`src/rtl/id_stage_pipe.sv`:
```
// -----------------------------------------------------------------------------
// id_stage_pipe
//
// LA32R instruction-decode stage sitting between fetch and execute.
// Decodes the integer ALU subset, reads the register file through the
// combinational reg_index/reg_data pair and builds both ALU operands in the
// capture cycle. Decoded entries are held in a 1- or 2-entry output buffer.
// Both sides use a lossless valid/ready handshake, and a synchronous flush
// discards every buffered entry together with any input offered that cycle.
//
// Parameters
//   BUF_DEPTH  1 : single entry, left_ready is combinational
//              2 : skid buffer, left_ready is a register output
//   ALU_OP_W   width of the one-hot out_alu_op (>= 12, bits above 11 are 0)
//
// Optional build macro
//   ID_ILLEGAL_TRAP_EN  adds out_ine. An entry holding an unsupported
//                       encoding stalls further captures until it leaves
//                       on the right side.
//
// Ports
//   clk, reset          clock, synchronous active-high reset
//   flush               kill all buffered entries (and the offered input)
//   inst, pc            instruction and its address from fetch
//   left_valid/ready    fetch-side handshake
//   reg_index1/2        rj / rk register-file read addresses (combinational)
//   reg_data1/2         register-file read data, same cycle
//   right_valid/ready   execute-side handshake
//   out_*               head entry: pc, inst, operands, one-hot ALU op,
//                       destination write enable/index, decode-valid flag
// -----------------------------------------------------------------------------
module id_stage_pipe #(
  parameter int BUF_DEPTH = 1,
  parameter int ALU_OP_W  = 12
) (
  input  logic                clk,
  input  logic                reset,
  input  logic                flush,
  input  logic [31:0]         inst,
  input  logic [31:0]         pc,
  input  logic                left_valid,
  output logic                left_ready,
  output logic [4:0]          reg_index1,
  output logic [4:0]          reg_index2,
  input  logic [31:0]         reg_data1,
  input  logic [31:0]         reg_data2,
  output logic                right_valid,
  input  logic                right_ready,
  output logic [31:0]         out_pc,
  output logic [31:0]         out_inst,
  output logic [31:0]         out_src1,
  output logic [31:0]         out_src2,
  output logic [ALU_OP_W-1:0] out_alu_op,
  output logic                out_wreg_en,
  output logic [4:0]          out_wreg_index,
  output logic                out_inst_valid
`ifdef ID_ILLEGAL_TRAP_EN
  ,
  output logic                out_ine
`endif
);

  // One-hot ALU operation encodings (bit positions 0..11).
  localparam logic [11:0] OP_ADD  = 12'h001;
  localparam logic [11:0] OP_SUB  = 12'h002;
  localparam logic [11:0] OP_SLT  = 12'h004;
  localparam logic [11:0] OP_SLTU = 12'h008;
  localparam logic [11:0] OP_AND  = 12'h010;
  localparam logic [11:0] OP_NOR  = 12'h020;
  localparam logic [11:0] OP_OR   = 12'h040;
  localparam logic [11:0] OP_XOR  = 12'h080;
  localparam logic [11:0] OP_SLL  = 12'h100;
  localparam logic [11:0] OP_SRL  = 12'h200;
  localparam logic [11:0] OP_SRA  = 12'h400;
  localparam logic [11:0] OP_LUI  = 12'h800;

  typedef struct packed {
    logic [31:0] pc;
    logic [31:0] inst;
    logic [31:0] src1;
    logic [31:0] src2;
    logic [11:0] alu;
    logic        wen;
    logic [4:0]  widx;
    logic        ivld;
`ifdef ID_ILLEGAL_TRAP_EN
    logic        ine;
`endif
  } entry_t;

  // Sign-extend a 12-bit immediate through a signed intermediate.
  function automatic logic [31:0] sext12(input logic [11:0] imm);
    logic signed [11:0] simm;
    simm = imm;
    return 32'(simm);
  endfunction

  // Zero-extend a 12-bit immediate.
  function automatic logic [31:0] zext12(input logic [11:0] imm);
    return {20'h0, imm};
  endfunction

  // ---------------------------------------------------------------------------
  // Capture cycle: decode and operand selection
  // ---------------------------------------------------------------------------
  assign reg_index1 = inst[9:5];
  assign reg_index2 = inst[14:10];

  logic [11:0] alu_reg;
  logic [11:0] alu_shift;
  logic [11:0] alu_imm12;
  logic        imm_signed;
  logic [31:0] imm20_hi;
  entry_t      dec;

  // Each opcode class keys on a different slice of the upper bits; the keys
  // never collide, so the classes are looked up independently.
  always_comb begin
    alu_reg = '0;
    case (inst[31:15])
      17'h00020: alu_reg = OP_ADD;
      17'h00022: alu_reg = OP_SUB;
      17'h00024: alu_reg = OP_SLT;
      17'h00025: alu_reg = OP_SLTU;
      17'h00028: alu_reg = OP_NOR;
      17'h00029: alu_reg = OP_AND;
      17'h0002a: alu_reg = OP_OR;
      17'h0002b: alu_reg = OP_XOR;
      default:   alu_reg = '0;
    endcase
  end

  always_comb begin
    alu_shift = '0;
    case (inst[31:15])
      17'h00081: alu_shift = OP_SLL;
      17'h00089: alu_shift = OP_SRL;
      17'h00091: alu_shift = OP_SRA;
      default:   alu_shift = '0;
    endcase
  end

  always_comb begin
    alu_imm12  = '0;
    imm_signed = 1'b0;
    case (inst[31:22])
      10'h008: begin alu_imm12 = OP_SLT;  imm_signed = 1'b1; end
      10'h009: begin alu_imm12 = OP_SLTU; imm_signed = 1'b1; end
      10'h00a: begin alu_imm12 = OP_ADD;  imm_signed = 1'b1; end
      10'h00d: alu_imm12 = OP_AND;
      10'h00e: alu_imm12 = OP_OR;
      10'h00f: alu_imm12 = OP_XOR;
      default: alu_imm12 = '0;
    endcase
  end

  assign imm20_hi = {inst[24:5], 12'h000};

  always_comb begin
    dec      = '0;
    dec.pc   = pc;
    dec.inst = inst;
    dec.widx = inst[4:0];
    dec.src1 = reg_data1;
    dec.src2 = reg_data2;
    dec.ivld = 1'b1;
    if (alu_reg != '0) begin
      dec.alu = alu_reg;
    end else if (alu_shift != '0) begin
      dec.alu  = alu_shift;
      dec.src2 = {27'h0, inst[14:10]};
    end else if (alu_imm12 != '0) begin
      dec.alu  = alu_imm12;
      dec.src2 = imm_signed ? sext12(inst[21:10]) : zext12(inst[21:10]);
    end else if (inst[31:25] == 7'h0a) begin
      // lu12i.w: the ALU passes src1 through as the result.
      dec.alu  = OP_LUI;
      dec.src1 = imm20_hi;
      dec.src2 = '0;
    end else if (inst[31:25] == 7'h0e) begin
      // pcaddu12i: plain add of the shifted immediate and the PC.
      dec.alu  = OP_ADD;
      dec.src1 = imm20_hi;
      dec.src2 = pc;
    end else begin
      dec.ivld = 1'b0;
      dec.alu  = '0;
    end
    // r0 is hardwired to zero, so a write to it is suppressed here.
    dec.wen = dec.ivld & (inst[4:0] != 5'd0);
`ifdef ID_ILLEGAL_TRAP_EN
    dec.ine = ~dec.ivld;
`endif
  end

  // ---------------------------------------------------------------------------
  // Output buffer: slot 0 is the head, slot 1 only exists for BUF_DEPTH == 2
  // ---------------------------------------------------------------------------
  entry_t ent0_q, ent0_d;
  entry_t ent1_q, ent1_d;
  logic   vld0_q, vld0_d;
  logic   vld1_q, vld1_d;
  logic   left_ready_q, left_ready_d;
  logic   left_fire, right_fire;
  logic   ine_pend_q, ine_pend_d;

  assign right_fire = vld0_q & right_ready;
  assign left_fire  = left_valid & left_ready;

  always_comb begin
    ent0_d = ent0_q;
    ent1_d = ent1_q;
    vld0_d = vld0_q;
    vld1_d = vld1_q;
    if (flush) begin
      // Flush wins over both handshakes; the offered input is dropped too.
      vld0_d = 1'b0;
      vld1_d = 1'b0;
    end else begin
      if (right_fire) begin
        vld0_d = vld1_q;
        vld1_d = 1'b0;
        if (vld1_q) begin
          ent0_d = ent1_q;
        end
      end
      // The new entry lands in the head if it is (or just became) empty,
      // otherwise it queues behind the head.
      if (left_fire) begin
        if (!vld0_d) begin
          ent0_d = dec;
          vld0_d = 1'b1;
        end else if (BUF_DEPTH == 2) begin
          ent1_d = dec;
          vld1_d = 1'b1;
        end
      end
    end
  end

  // An unsupported entry anywhere in the buffer blocks new captures.
`ifdef ID_ILLEGAL_TRAP_EN
  assign ine_pend_q = (vld0_q & ent0_q.ine) | (vld1_q & ent1_q.ine);
  assign ine_pend_d = (vld0_d & ent0_d.ine) | (vld1_d & ent1_d.ine);
`else
  assign ine_pend_q = 1'b0;
  assign ine_pend_d = 1'b0;
`endif

  // Registered ready for the skid buffer is derived from the next state so
  // it is exact in the cycle it becomes visible.
  assign left_ready_d = ~(vld0_d & vld1_d) & ~ine_pend_d;

  always_comb begin
    if (BUF_DEPTH == 2) begin
      left_ready = ~reset & left_ready_q;
    end else begin
      left_ready = ~reset & (~vld0_q | right_ready) & ~ine_pend_q;
    end
  end

  always_ff @(posedge clk) begin
    if (reset) begin
      ent0_q       <= '0;
      ent1_q       <= '0;
      vld0_q       <= 1'b0;
      vld1_q       <= 1'b0;
      left_ready_q <= 1'b0;
    end else begin
      ent0_q       <= ent0_d;
      ent1_q       <= ent1_d;
      vld0_q       <= vld0_d;
      vld1_q       <= vld1_d;
      left_ready_q <= left_ready_d;
    end
  end

  // ---------------------------------------------------------------------------
  // Head entry drives the execute side
  // ---------------------------------------------------------------------------
  assign right_valid    = vld0_q;
  assign out_pc         = ent0_q.pc;
  assign out_inst       = ent0_q.inst;
  assign out_src1       = ent0_q.src1;
  assign out_src2       = ent0_q.src2;
  assign out_wreg_en    = ent0_q.wen;
  assign out_wreg_index = ent0_q.widx;
  assign out_inst_valid = ent0_q.ivld;
`ifdef ID_ILLEGAL_TRAP_EN
  assign out_ine        = ent0_q.ine;
`endif

  always_comb begin
    out_alu_op       = '0;
    out_alu_op[11:0] = ent0_q.alu;
  end

endmodule

```
`config.mk`:
```
export PLATFORM = sky130hd
export DESIGN_NAME = id_stage_pipe
export DESIGN_NICKNAME = d
export VERILOG_FILES = /design/src/rtl/id_stage_pipe.sv
export SDC_FILE = /design/constraint.sdc
export NUM_CORES = 1
export LEC_CHECK = 0
export ABC_CLOCK_PERIOD_IN_PS = 2900
export CAP_MARGIN = 20
export CORE_MARGIN = 5
export CORE_UTILIZATION = 46
export CTS_BUF_LIST = sky130_fd_sc_hd__clkbuf_4 sky130_fd_sc_hd__clkbuf_8
export CTS_CLUSTER_SIZE = 40
export DETAILED_ROUTE_END_ITERATION = 8
export PLACE_DENSITY_LB_ADDON = 0.12
export SYNTH_ARGS = -nofsm -noshare
export SYNTH_HDL_FRONTEND = slang
export SYNTH_SLANG_ARGS = --single-unit
```
`constraint.sdc`:
```
create_clock -name clk -period 2.9 [get_ports clk]
set_clock_uncertainty 0.1 [all_clocks]
set_input_delay 0.58 -clock clk [delete_from_list [all_inputs] [get_ports clk]]
set_output_delay 0.58 -clock clk [all_outputs]
set_load 0.03 [all_outputs]
```
==> qor.csv <==
metric,value,unit
CP arrival,1.92,ns
#FFs+latches synth,143,
RSZ-0062 raised after global routing,no,
Critical Path RT,2.22,ns
Resized cells post-CTS,0,
CP endpoint kind,output port,
slowest cell on the critical path,clkdlybuf4s50_1,
adder-cell share of the synthesized area,0,
Post-Route WL,21200,um
hold path depth,2,
power per cell area,488,nW/um^2
Multi-input gate area,2900,sq um
Starting Density,0.468,
placed inst area,9250,sq um
r2r setup slk,0.97,ns
Post-Synth XOR/XNOR Area,0,
antenna violations before repair,1,
# IOs,292,
Overflow after GRT,0,
final core occ,0.733,
Longest Clk Path Bufs,2,
minimum clock period,2.60,ns
Routed Antenna Nets,0,
chip width,126,um
crit path max fanout,5,
Slew @ Worst Pin,0.666,ns
achievable frequency,384,MHz
first drt pass iteration count,6,
clock slew at reported path FFs,0.07,ns
Pleak,3.56,nW
clock sink count,143,
largest net degree at the start of global routing,65,
core outline area,13200,sq um
Post-Syn Instances,777,
Final Max Slew Viols,0,
Post-Syn Area,6200,sq um
total power,4.74,mW
worst min-delay path category,reg2reg,
CP startpoint kind,input port,
layout cells sized above 1,0.0894,
sequential share of the synthesized area,0.462,
Via Count,6564,
CP most frequent cell,clkdlybuf4s50_1,
Post-synth ARST share,0,
number of port buffers,291,
Post-DP HPWL,15600,um
Global Route Usage Sum,0.254,
cts hold-fix bufs,0,
worst vdd ir,0.351,mV
Mean Syn Cell Area,7.98,sq um
relative slew slack,0.556,
Most used DFF post-synth,dfxtp_1,
Antenna Cells,0,
clock latency at the later pin of the worst-skew pair,0.43,ns
H-tree depth,4,
largest family of logic cells by synthesized area,simple AND/OR/NAND/NOR gates,
vias in the first global route,6170,
FF-to-FF End,out_alu_op[11]$_SDFFE_PP0P_,
DRC viols,0,
post-layout net count,1172,
Setup Total Neg Slack,0,ns
die span in y,126,um
Synthesized Nets,910,
Synth cell types,53,
status,completed,
hold wc startpoint,out_inst[13]$_SDFFE_PP0P_,
R2R cell count,6,
TritonCTS buffer count,17,
first-pass GRT wire length,32800,um
Synth Area in Simple Gates,0.281,
Final Hold Vio Count,0,
largest stage delay on the critical path,0.67,ns
CTS root buf,clkbuf_8,
fillcell total,1074,
final worst path period share,0.898,
TritonCTS clock tree,built,
Sequential cell area,2860,sq um
"EDFF count, synth",0,
Syn-to-layout area delta,56.5,%
hold endpoint,out_inst[13]$_SDFFE_PP0P_,
initial drt markers,394,
gpl congestion,0.898,
YS warnings,0,
multiplexer share of the synthesized area,0,
design area,9700,sq um
max cap viols,0,
Via density,5.35,
crit-path cells,clkdlybuf4s50_1 > nor2b_4 > nor2_1 > clkdlybuf4s50_1,
postcts setup bufs,0,
kind of critical path,in2out,
endpoints failing setup,0,
post-synthesis compound-gate area fraction,0.185,
wire length per cell,17.3,um
die footprint,15900,sq um
row cnt,42,
RR Startpoint,right_valid$_SDFF_PP0_,
worst max-delay path, delay by kind of cell:
kind | cells | cell delay, ns
buf+inv | 2 | 1.20
simple gates | 2 | 0.15
registers in the layout (all words and copies together), names as in the netlist:
signal,cells
out_inst,32
out_src1,32
right_valid,1
out_inst_valid,1
out_alu_op,12
out_wreg_en,1
out_src2,32
out_pc,32
metal layers:
layer / routed length (um) / global-route usage / vias to the layer above
li1: - / - / 3200
met1: 8840 / 0.314 / 3031
met2: 10000 / 0.418 / 286
met3: 1630 / 0.0720 / 45
met4: 679 / 0.102 / 2
met5: 13 / 0 / -
kinds of logic after synthesis:
| logic type | count (synthesis) |
|---|---|
| buffers and inverters | 86 |
| flip-flops | 143 |
| AND/OR/NAND/NOR | 379 |
| AO/OA/AOI/OAI | 169 |
cell usage after synthesis (2+ instances only):
library cell  instances  share of area
a211oi_1              5         0.0061
a21oi_1              72          0.058
a22o_1               26          0.037
a22oi_1              14          0.017
a311oi_1             20          0.028
a31o_2                6         0.0085
a31oi_1               8         0.0081
and3_1                2         0.0020
buf_2                22          0.018
buf_4                16          0.019
buf_6                 5         0.0091
clkbuf_1             41          0.025
dfxtp_1             143           0.46
inv_1                 2         0.0012
nand2_1             209           0.13
nand2b_1              2         0.0020
nand3_1              60          0.048
nand3b_1              3         0.0036
nand4b_1              2         0.0028
nor2_1               53          0.032
nor2_2                2         0.0020
nor2b_1               2         0.0020
nor3_1               12         0.0097
nor3_4                2         0.0052
nor3b_1               4         0.0048
nor4b_1               4         0.0057
o21ai_0               3         0.0024
o21bai_1              3         0.0036
o31ai_1               4         0.0048
or3_1                 7         0.0071
layout by cell type (no fill, tap or decap), types with 5 or more instances in the layout:
cell and n:
clkdlybuf4s50_1 290, nand2_1 209, a31o_2 6, dfxtp_1 143
a22o_1 26, a31oi_1 8, or3_1 7, nor2_1 52
buf_12 6, buf_4 31, nand3_1 60, clkinvlp_4 5
a311oi_1 20, a22oi_1 14, clkbuf_8 20, nor3_1 12
a211oi_1 5, a21oi_1 72
per-stage QoR:
step / setup slack (ns) / hold WS [ns] / instances
final: 0.297 / 0.353 / 1228
after global routing: 0.245 / 0.371 / 1228
after CTS: 0.287 / 0.357 / 1228
after detailed placement: 0.229 / 0.346 / 1196
after global placement: 0.286 / 0.341 / 1196
after floorplan: 0.649 / 0.480 / 777
where the power goes:
group          internal [mW]  total [mW]  switching (mW)
logic                  0.414       0.873           0.459
clock network           1.01        1.78           0.773
registers               2.04        2.08          0.0396
total                   3.46        4.74            1.27
worst max-delay path by stage:
stage / from / endpoint / slack [ns]
5_1_grt: right_ready / left_ready / 0.25
2_1_floorplan: reset / left_ready / 0.65
3_5_place_dp: right_ready / out_alu_op[11]$_SDFFE_PP0P_ / 0.23
3_3_place_gp: right_ready / out_alu_op[11]$_SDFFE_PP0P_ / 0.29
6_report: right_ready / left_ready / 0.30
4_1_cts: right_ready / left_ready / 0.29
final cells by class:
| cell class | count | share of cell area |
|---|---|---|
| Timing Repair Buffer | 327 | 0.336 |
| Clock inverter | 12 | 0.0186 |
| Inverter | 2 | 0.000774 |
| Tap cell | 176 | 0.0227 |
| Sequential cell | 143 | 0.295 |
| Clock buffer | 20 | 0.0284 |
| Multi-Input combinational cell | 548 | 0.299 |
Power figures use the tool's default switching activity.
